## config.mk

```make
export PLATFORM = sky130hd
export DESIGN_NAME = byte_serial_wide_adder_flat
export DESIGN_NICKNAME = d
export VERILOG_FILES = /design/src/rtl/byte_serial_wide_adder_if.sv /design/src/rtl/byte_serial_wide_adder.sv /design/src/flat_wrapper.sv
export SDC_FILE = /design/constraint.sdc
export NUM_CORES = 1
export LEC_CHECK = 0
export ABC_AREA = 1
export CORE_MARGIN = 4
export CORE_UTILIZATION = 40
export DETAILED_ROUTE_END_ITERATION = 10
export DONT_BUFFER_PORTS = 1
export PLACE_DENSITY_LB_ADDON = 0.25
export SETUP_SLACK_MARGIN = 0.3
export SKIP_LAST_GASP = 1
export SLEW_MARGIN = 25
export SYNTH_ARGS = -nofsm -noshare
export SYNTH_HDL_FRONTEND = slang
export SYNTH_SLANG_ARGS = --single-unit
export TNS_END_PERCENT = 50
```

## constraint.sdc

```tcl
create_clock -name clk -period 4.04 [get_ports clk]
set_input_delay 0.808 -clock clk [delete_from_list [all_inputs] [get_ports clk]]
set_output_delay 0.808 -clock clk [all_outputs]
set_load 0.05 [all_outputs]
```

## src/rtl/byte_serial_wide_adder_if.sv

```systemverilog
// byte_serial_wide_adder_if: operand/result handshake bundle for the byte-serial adder
interface byte_serial_wide_adder_if #(
  parameter int NUM_BYTES = 4
);
  localparam int W = 8 * NUM_BYTES;
  logic in_valid;
  logic in_ready;
  logic [W-1:0] in_a;
  logic [W-1:0] in_b;
  logic in_cin;
  logic in_sub;
  logic out_valid;
  logic out_ready;
  logic [W-1:0] out_sum;
  logic out_cout;
  logic busy;
  modport master (
    output in_valid, in_a, in_b, in_cin, in_sub, out_ready,
    input in_ready, out_valid, out_sum, out_cout, busy
  );
  modport slave (
    input in_valid, in_a, in_b, in_cin, in_sub, out_ready,
    output in_ready, out_valid, out_sum, out_cout, busy
  );
endinterface

```

## src/rtl/byte_serial_wide_adder.sv

```systemverilog
// byte_serial_wide_adder: wide add/subtract computed one byte per cycle, LSB first
module byte_serial_wide_adder #(
  parameter int NUM_BYTES = 4,
  parameter int IDX_W = 2
) (
  input logic clk,
  input logic rst,
  byte_serial_wide_adder_if.slave bus
);
  localparam int W = 8 * NUM_BYTES;
  typedef enum logic [1:0] {IDLE, ADD, DONE} state_t;
  state_t state;
  logic [W-1:0] a_q, b_q, res_q;
  logic carry_q, valid_q;
  logic [IDX_W-1:0] idx_q;
  logic [7:0] a_byte, b_byte, s_byte;
  logic [8:0] c_chain;
  logic last;
  assign last = idx_q == IDX_W'(NUM_BYTES - 1);
  // ripple the stored carry through the 8 full adders of the current byte slice
  always_comb begin
    a_byte = a_q[{idx_q, 3'b000} +: 8];
    b_byte = b_q[{idx_q, 3'b000} +: 8];
    c_chain = '0;
    s_byte = '0;
    c_chain[0] = carry_q;
    for (int i = 0; i < 8; i++) begin
      s_byte[i] = a_byte[i] ^ b_byte[i] ^ c_chain[i];
      c_chain[i+1] = (a_byte[i] & b_byte[i]) | (c_chain[i] & (a_byte[i] ^ b_byte[i]));
    end
  end
  // sequencer: latch operands, step through bytes, hold result until taken
  always_ff @(posedge clk or negedge rst)
    if (!rst) begin
      state <= IDLE;
      a_q <= '0;
      b_q <= '0;
      res_q <= '0;
      carry_q <= 1'b0;
      idx_q <= '0;
      valid_q <= 1'b0;
    end else
      case (state)
        IDLE:
          if (bus.in_valid) begin
            a_q <= bus.in_a;
            b_q <= bus.in_sub ? ~bus.in_b : bus.in_b;
            carry_q <= bus.in_sub | bus.in_cin;
            idx_q <= '0;
            state <= ADD;
          end
        ADD: begin
          res_q[{idx_q, 3'b000} +: 8] <= s_byte;
          carry_q <= c_chain[8];
          idx_q <= idx_q + 1'b1;
          if (last) begin
            state <= DONE;
            valid_q <= 1'b1;
          end
        end
        DONE:
          if (bus.out_ready) begin
            state <= IDLE;
            valid_q <= 1'b0;
          end
        default: state <= IDLE;
      endcase
  assign bus.in_ready = rst & (state == IDLE);
  assign bus.busy = state != IDLE;
  assign bus.out_valid = valid_q;
  assign bus.out_sum = res_q;
  assign bus.out_cout = carry_q;
endmodule

```

## src/flat_wrapper.sv

```systemverilog
// flat-port wrapper written by rule: the top's interface ports become plain ports
module byte_serial_wide_adder_flat 
#(
  parameter int NUM_BYTES = 4,
  parameter int IDX_W = 2
)
  (clk, rst, bus_in_valid, bus_in_a, bus_in_b, bus_in_cin, bus_in_sub, bus_out_ready, bus_in_ready, bus_out_valid, bus_out_sum, bus_out_cout, bus_busy);
  byte_serial_wide_adder_if #(.NUM_BYTES(NUM_BYTES)) bus_i ();
  input logic clk;
  input logic rst;
  input wire logic [$bits(bus_i.in_valid)-1:0] bus_in_valid;
  input wire logic [$bits(bus_i.in_a)-1:0] bus_in_a;
  input wire logic [$bits(bus_i.in_b)-1:0] bus_in_b;
  input wire logic [$bits(bus_i.in_cin)-1:0] bus_in_cin;
  input wire logic [$bits(bus_i.in_sub)-1:0] bus_in_sub;
  input wire logic [$bits(bus_i.out_ready)-1:0] bus_out_ready;
  output wire logic [$bits(bus_i.in_ready)-1:0] bus_in_ready;
  output wire logic [$bits(bus_i.out_valid)-1:0] bus_out_valid;
  output wire logic [$bits(bus_i.out_sum)-1:0] bus_out_sum;
  output wire logic [$bits(bus_i.out_cout)-1:0] bus_out_cout;
  output wire logic [$bits(bus_i.busy)-1:0] bus_busy;
  assign bus_i.in_valid = bus_in_valid;
  assign bus_i.in_a = bus_in_a;
  assign bus_i.in_b = bus_in_b;
  assign bus_i.in_cin = bus_in_cin;
  assign bus_i.in_sub = bus_in_sub;
  assign bus_i.out_ready = bus_out_ready;
  assign bus_in_ready = bus_i.in_ready;
  assign bus_out_valid = bus_i.out_valid;
  assign bus_out_sum = bus_i.out_sum;
  assign bus_out_cout = bus_i.out_cout;
  assign bus_busy = bus_i.busy;
  byte_serial_wide_adder #(.NUM_BYTES(NUM_BYTES), .IDX_W(IDX_W)) u_core (.clk(clk), .rst(rst), .bus(bus_i));
endmodule
```

==> Word-level counts from Yosys, hierarchy flattened <==
Cells that the tools add are included.
{ "totals": {"regBits": 102, "inputBits": 70, "out_inout_bits": 36, "elab_cells": 83} }
{ "classes": {"n_addsub": 2, "eq_ne": 6, "n_shift": 4, "muxes": 13, "bitwise": 43, "n_reduce_logical": 8} }
{ "op_table": {"columns": ["op", "count"], "rows": [
  ["$shiftx A32 B6 Y8", 2],
  ["$bwmux W32", 1],
  ["$mux W32", 1],
  ["$not A32 Y32", 1],
  ["$shift A8 B7 Y32 const A", 1],
  ["$shiftx A8 B7 Y32", 1],
  ["$and A1 B1 Y1", 17],
  ["$xor A1 B1 Y1", 16],
  ["$or A1 B1 Y1", 9],
  ["$mux W2", 4],
  ["$neg A5 Y7", 1],
  ["$pmux W2 S3", 1],
  ["$reduce_and A3 Y1", 2],
  ["$reduce_bool A2 Y1", 3],
  ["$eq A2 B2 Y1 const B", 2],
  ["$ne A2 B2 Y1 const B", 2],
  ["$pmux W1 S2", 2],
  ["$pmux W2 S2", 1],
  ["$reduce_and A2 Y1", 2],
  ["$mux W1", 3],
  ["$add A2 B1 Y2 const B", 1],
  ["$eq A2 B1 Y1 const B", 1],
  ["$logic_not A2 Y1", 1],
  ["$ne A2 B1 Y1 const B", 1]
]} }

==> Longest topological paths before layout <==
Gate-level depths: netlist of the first run.
{ "depth": {"ltp_word": 19, "mapped_depth": 23, "ltp_nobuf": 21} }

==> Least setup slack after synthesis of the first run <==
OpenSTA, ideal clock, no wires.
{ "synth_path": {"path_kind": "register to register", "from": "register u_core.idx_q[1]", "to": "register u_core.res_q[15], in the netlist u_core.bus.out_sum[15]", "arrival_ns": 4.193, "setup_slack_ns": -0.237, "stages_incl_launch_ff": 21, "n_path_buf": 2, "period_less_slack_ns": 4.277, "path_cell_list": "dfrtp_1 buf_2 clkinv_1 buf_2 nand3_1 nand2_1 fa_1 inv_1 fa_1 fa_1 fa_1 fa_1 fa_1 inv_1 fa_1 inv_1 fa_1 inv_1 nor2_1 nand2_1 o21ai_0"} }
{ "synth_between": {"elab_chain_cells": 19, "word_cells_on_any_way": 43} }
{ "synth_lines": {"columns": ["item", "line", "source"], "rows": [
  ["from (decl)", "byte_serial_wide_adder.sv:15", "logic [IDX_W-1:0] idx_q;"],
  ["from (signal assigned)", "byte_serial_wide_adder.sv:55", "idx_q <= idx_q + 1'b1;"],
  ["$shiftx A32 B6 Y8 (on tied branches)", "byte_serial_wide_adder.sv:22, byte_serial_wide_adder.sv:23", null],
  ["$xor A1 B1 Y1", "byte_serial_wide_adder.sv:28, byte_serial_wide_adder.sv:29", null],
  ["$and A1 B1 Y1", "byte_serial_wide_adder.sv:29", "c_chain[i+1] = (a_byte[i] & b_byte[i]) | (c_chain[i] & (a_byte[i] ^ b_byte[i]));"],
  ["$or A1 B1 Y1", "byte_serial_wide_adder.sv:29", null],
  ["$and A1 B1 Y1", "byte_serial_wide_adder.sv:29", null],
  ["$or A1 B1 Y1", "byte_serial_wide_adder.sv:29", null],
  ["$and A1 B1 Y1", "byte_serial_wide_adder.sv:29", null],
  ["$or A1 B1 Y1", "byte_serial_wide_adder.sv:29", null],
  ["[... 3 more ...]", null, null],
  ["$or A1 B1 Y1", "byte_serial_wide_adder.sv:29", null],
  ["$and A1 B1 Y1", "byte_serial_wide_adder.sv:29", null],
  ["$or A1 B1 Y1", "byte_serial_wide_adder.sv:29", null],
  ["$and A1 B1 Y1", "byte_serial_wide_adder.sv:29", null],
  ["$or A1 B1 Y1", "byte_serial_wide_adder.sv:29", null],
  ["$xor A1 B1 Y1", "byte_serial_wide_adder.sv:28", "s_byte[i] = a_byte[i] ^ b_byte[i] ^ c_chain[i];"],
  ["$shiftx A8 B7 Y32", "byte_serial_wide_adder.sv:53", "res_q[{idx_q, 3'b000} +: 8] <= s_byte;"],
  ["$bwmux W32 *", "byte_serial_wide_adder.sv:53", null],
  ["to (signal, indexed assignment)", "byte_serial_wide_adder.sv:53", null],
  ["to (decl)", "byte_serial_wide_adder.sv:13", "logic [W-1:0] a_q, b_q, res_q;"]
]} }
Mark *: on every way between the ends. The rest lies on a longest branch, timed or not.
A chain may end at the register's enable or synchronous reset.

==> Worst setup path in the final report of the first run <==
{ "layout_path": {"from": "register u_core.idx_q[0]", "to": "register u_core.res_q[31], in the netlist u_core.bus.out_sum[31]"} }
The elaborated chain is that of the path after synthesis.

==> metrics.cfg, run 1 <==
[logic_synthesis]
synth.net_count=726
syn_inst=642
synth_area_leader_cell=dfrtp_1
yosysWarnings=0
seq_area_frac_synth_pct=49.0
syn_area_per_cell_um2=8.12
ys_seq_elements=102
synthArstFlopShare_pct=100
synth_top_area_share_pct=49.0
synth_edf_count=0
synthFlopType=dfrtp_1
synth.area.top_cells=dfrtp_1 49%, nand2_1 22%, xor2_1 5.4%
netlist_area_um2=5210
synth.distinct_cells=25

[sta]
setup-tns-final_ns=0
setup_violations=0
finalHoldViolCount=0
fmax_ghz=0.253
tightest_slew_ns=0.877
final-max-slew-violation-count=0
fin_crit_sh_pct=97.9
worst_slack_ns=0.0856
layout_min_cycle_time_ns=3.95
slew_headroom_pct=41.3
rsz0062_at_grt=true
skew_ns=0.00725

[clocking]
clkLatencyLatePin_ns=0.36
cts_hold_buffers=0
root_buffer=clkbuf_16
clockBufferDepth=2
numClockSinks=102
path_clk_slew_ns=0.07
cts_tree=built
htreeDepth=3
cts_inserted_buffers=9

[placement]
placed_area_um2=5370
gp_congestion=0.858
detailed_place_hpwl_mm=9.04
post-place-ws_ns=0.0108
io_buffers=0

[finish]
fin_area_um2=5700
syn2layout_area_growth_pct=9.41
final_common_cell=nand2_1
diodes=0
drive_above_1_share_pct=8.57
nNetsFinal=721
layout_common_cells=300 x nand2_1, 101 x dfrtp_1, 52 x inv_1

[setup_path]
crit_start=u_core.idx_q[0]
crit_fanout=3
crit_required_ns=4.33
crit_path_start_kind=register
critPathKind=register to register
crit_path_end_kind=register
timing.rr.start=u_core.idx_q[0]
worstPathArrival_ns=4.25

[floorplanning]
die_height_um=122
start_util_pct=41.1
rows=41
io_pins=106
coreArea_um2=12700
die_area_um2=14900
die_w_um=122

[power]
vdd_drop_max_mv=0.326
p_per_area_nw_per_um2=964
leakagePower_nw=3.01
p_total_w=0.00550

[global_routing]
grt_pass1_wl_mm=20.7
antenna_found_initial=0
grt_max_degree=104
grt.overflow.total=0
grt_pass1_vias=4088
grt_usage_pct=17.8

[detailed_routing]
drc=0
drt_iter0_markers=202
wl_mm=12.2
vias=3923
postRouteAntennaNets=0
route.met2.wl_mm=5.70
via_per_inst=4.82
wl_met1_mm=5.44
dr.pass1.iters=5
highest_layer=met4
wl_met3_um=712
wl_per_cell_um=14.9

[min_path]
min_path_type=input pin to async pin

[outcome]
status=finished, final reports clean

[flow_run]
drv_cap=0

[per-layer routing]
layer | up-vias | global-route usage, %
met4 | 0 | 7.35
met3 | 22 | 4.22
li1 | 1961 | -
met5 | - | 0
met2 | 103 | 28.4
met1 | 1837 | 23.5
[cell families (layout without fill, tap and decap cells)]
logic type / count (synthesis) / count (layout) / share of synthesized area, %
compound gates: 57 / 57 / 6.67
flops: 102 / 102 / 49.0
buf+inv: 90 / 90 / 7.88
fa+ha+maj: 14 / 14 / 4.51
simple gates: 347 / 347 / 26.6
xor+xnor: 32 / 32 / 5.38
[state kept, by name (all words and copies together), names as in the netlist]
name,flops
u_core.a_q,32
u_core.bus.out_valid,1
u_core.b_q,32
u_core.state,2
u_core.idx_q,2
u_core.bus.out_cout,1
u_core.bus.out_sum,32
[worst paths after layout]
check	slack [ns]	end	depth (start not counted)
worst max-delay path	0.09	u_core.bus.out_sum[31]	21
worst min-delay path	0.14	u_core.a_q[5]	0
worst max register to register	0.09	u_core.bus.out_sum[31]	21
worst min register to register	0.48	u_core.b_q[18]	2
max in group asynchronous	3.78	u_core.idx_q[0]	0
min in group clk	0.48	u_core.b_q[18]	2
[critical path: stages, from the launching register on]
cell     delay (ns)
dfrtp_2        0.44
buf_4          0.15
nand2_1        0.05
nand3_1        0.07
nand2_1        0.09
fa_2           0.19
inv_1          0.05
fa_2           0.34
fa_2           0.35
fa_2           0.34
fa_2           0.35
fa_2           0.34
inv_2          0.06
fa_1           0.14
inv_1          0.05
fa_1           0.50
inv_1          0.05
nor2_2         0.10
nand2_1        0.08
inv_1          0.06
nand2_1        0.04
nand2_1        0.06
[stage by stage]
stage	util [%]	hold slack, ns	instances
6_report	45.0	0.139	814
5_1_grt	45.0	0.120	814
4_1_cts	44.9	0.133	814
3_5_place_dp	42.3	0.467	797
3_3_place_gp	42.3	0.466	797
2_1_floorplan	-	0.449	642
[cell usage after synthesis (5+ instances only)]
cell type and number:
nand2_1 301, o211ai_1 24, o21ai_0 28, inv_1 54, xor2_1 32, ha_1 6, nor2_1 11, dfrtp_1 102
buf_6 6, buf_2 20, fa_1 8, nand3_1 26, clkbuf_1 5
[what timing repair did]
item                                    in CTS  in global routing
pin swaps                                    2                  1
endpoints found under the setup margin       8                  9
setup buffers                                1                  0
resized for setup                            3                  2
[area by class of cell]
cell class / instances / area [µm²]
flip-flops and latches: 102 / 2550
multi-input cells: 450 / 2280
well taps: 172 / 215
inverters: 58 / 224
repair buffers: 16 / 124
clock inverters: 5 / 56.3
fillers: 1309 / 6970
clock buffers: 11 / 253
[power by group]
part           switching (W)  internal [W]
Sequential          0.000607       0.00145
Clock               0.000391      0.000514
Combinational        0.00164      0.000903
Total                0.00263       0.00286
Note: power is estimated with default switching activity, not from simulation.
==> inputs of run 2 (changes only) <==
==> constraint.sdc (replaced) <==
create_clock -name clk -period 4.04 [get_ports clk]
set_input_delay 0.808 -clock clk [delete_from_list [all_inputs] [get_ports clk]]
set_output_delay 0.808 -clock clk [all_outputs]
set_load 0.01 [all_outputs]
==> run 2 against run 1 <==
  * Critical path depth unchanged
  * First-iteration DRC count down 2.0%
  * Die area unchanged
  * Routed wire length up 0.15%
  * Clock skew up 0.0022 ns
  * Combinational power about the same
  * Global-route usage down 1.0 points
  * Clock-buffer cell count down 1
  * Register-to-register slack worse by 0.06 ns
  * Utilization down 0.15 points
  * Highest routed layer unchanged
  * Setup slack worse by 0.061 ns
  * Sequential power down 13%
==> metrics.cfg, run 2 (synthesis results as in run 1) <==
[finish]
fillCellCount=1266  ; -3.3%
syn2layout_area_growth_pct=9.05
final_common_cell=nand2_1
multi_input_area_um2=2290  ; +0.77%
diodes=0  ; unchanged
layout_common_cells=298 x nand2_1, 101 x dfrtp_1, 50 x inv_1
post-route-util_pct=44.9  ; -0.15 points
nNetsFinal=721  ; unchanged
seq_area_um2=2550  ; unchanged
drive_above_1_share_pct=9.36  ; +0.79 points

[clocking]
clkLatencyLatePin_ns=0.35  ; about the same
numClockSinks=102  ; unchanged
cts_inserted_buffers=9  ; unchanged
cts_tree=built
clockBufferDepth=2  ; unchanged
path_clk_slew_ns=0.07  ; about the same
root_buffer=clkbuf_16
htreeDepth=3  ; unchanged

[floorplanning]
start_util_pct=41.1  ; unchanged
coreArea_um2=12700  ; unchanged
die_w_um=122  ; unchanged
rows=41  ; unchanged
die_area_um2=14900  ; unchanged
io_pins=106  ; unchanged
die_height_um=122  ; unchanged

[sta]
slew_headroom_pct=45.3  ; +4.0 points
layout_min_cycle_time_ns=4.02  ; +0.0611 ns
tightest_slew_ns=0.818  ; -0.0590 ns
final-max-slew-violation-count=0  ; unchanged
setup_violations=0  ; unchanged
skew_ns=0.00943  ; +0.00218 ns
fin_crit_sh_pct=99.4  ; +1.5 points
setup-tns-final_ns=0  ; unchanged
finalHoldViolCount=0  ; unchanged
rsz0062_at_grt=true
fmax_ghz=0.249  ; -1.5%

[power]
seqPwrFrac_pct=34.7  ; -2.6 points
p_total_w=0.00513  ; -6.7%
p_int_w=0.00282  ; -1.4%
leakagePower_nw=2.99  ; -0.78%
p_per_area_nw_per_um2=903  ; -6.4%
vdd_drop_max_mv=0.404  ; +24%
clkPwrFrac_pct=15.5  ; -1.0 points
power.switching_w=0.00231  ; -12%
switching_share_pct=45.0  ; -2.9 points
pwr-share-comb_pct=49.8  ; +3.6 points

[detailed_routing]
vias=3902  ; -0.54%
via_per_inst=4.80  ; -0.41%
wl_per_cell_um=15.0  ; +0.27%
postRouteAntennaNets=0  ; unchanged
drc=0  ; unchanged
wl_mm=12.2  ; +0.15%
drt_iter0_markers=198  ; -2.0%
dr.pass1.iters=4  ; -1

[global_routing]
grt_pass1_wl_mm=19.5  ; -5.5%
grt_usage_pct=16.8  ; -1.0 points
grt.overflow.total=0  ; unchanged
antenna_found_initial=0  ; unchanged
grt_max_degree=104  ; unchanged
grt_pass1_vias=3945  ; -3.5%

[setup_path]
crit_top_cell=fa_2
cp_slowest_cell=fa_1
slowest_delay_ns=0.49  ; about the same
crit_fanout=3  ; unchanged
crit_required_ns=4.33  ; about the same
crit_path_start_kind=register
path_cells=buf_6 > nand2_2 > nand3_2 > nand2_2 > fa_2 > inv_2 > fa_2 > fa_2 > fa_2 > fa_2 > fa_2 > inv_2 > fa_2 > inv_2 > fa_1 > inv_1 > nor2_2 > nand2_1 > inv_1 > nand2_1 > nand2_1
critPathKind=register to register
worstPathArrival_ns=4.30  ; +0.05 ns
crit_path_end_kind=register

[placement]
io_buffers=0  ; unchanged
detailed_place_hpwl_mm=9.05  ; +0.20%
gp_congestion=0.888  ; +3.5%

[min_path]
min_path_type=input pin to async pin

[outcome]
status=finished, final reports clean

[flow_run]
drv_cap=0  ; unchanged

[run 2: changes by cell type in the layout (fill, tap and decap cells not counted), sizes merged]
cell      previous run  this run
clkinv               3         4
inv                 58        57
clkinvlp             1         2
bufinv               1         0
clkbuf              11        10
[run 2: routing by layer]
| metal | global-route usage, % | wire length, µm | vias to the layer above |
|---|---|---|---|
| met5 | 0 | 0 | - |
| met4 | 4.90 | 217 | 0 |
| met3 | 4.22 | 704 | 19 |
| met2 | 27.6 | 5860 | 96 |
| met1 | 22.1 | 5400 | 1825 |
| li1 | - | - | 1962 |
[run 2: area by class of cell]
class / instances / area share, %
inverter: 58 / 3.99
clock inverter: 5 / 0.661
clock buffer: 10 / 4.03
sequential: 102 / 44.9
tap: 172 / 3.79
timing repair buffer: 16 / 2.25
multi-input combinational: 450 / 40.4
[run 2: path summary, 6_finish.rpt]
kind,from,endpoint,slack [ns],cells past startpoint
max in group asynchronous,rst,u_core.idx_q[0],3.75,0
worst max register to register,u_core.idx_q[0],u_core.bus.out_sum[31],0.02,21
min in group clk,u_core.b_q[1],u_core.b_q[1],0.48,2
worst min register to register,u_core.b_q[1],u_core.b_q[1],0.48,2
worst max-delay path,u_core.idx_q[0],u_core.bus.out_sum[31],0.02,21
worst min-delay path,rst,u_core.a_q[7],0.15,0
[run 2: worst max-delay path: cells and delay by family (launching register included)]
kind          cells  cell delay (ns)
fa+ha+maj         8             2.62
flops             1             0.45
simple gates      7             0.52
buf+inv           6             0.38
[run 2: what timing repair did]
item / CTS / global route
hold buffers: 0 / 0
buffers inserted: 2 / 0
pin swaps: 1 / 1
gates resized for setup: 9 / 5
endpoints found under the setup margin: 7 / 9
[run 2: power by group through the flow]
stage / combinational [W] / clock, W / sequential, W
2_1_floorplan: 0.00195 / 0 / 0.00169
3_3_place_gp: 0.00241 / 0 / 0.00178
3_5_place_dp: 0.00247 / 0 / 0.00179
4_1_cts: 0.00257 / 0.000816 / 0.00178
5_1_grt: 0.00295 / 0.000851 / 0.00183
6_report: 0.00256 / 0.000796 / 0.00178
[run 2: through the flow]
step	cell area, µm²	std cells	setup WS (ns)	hold WS, ns
2_1_floorplan	5270	642	0.0169	0.449
3_3_place_gp	5360	796	0.0819	0.467
3_5_place_dp	5360	796	-0.0106	0.466
4_1_cts	5660	813	0.0337	0.144
5_1_grt	5680	813	-0.179	0.137
6_report	5680	813	0.0245	0.150
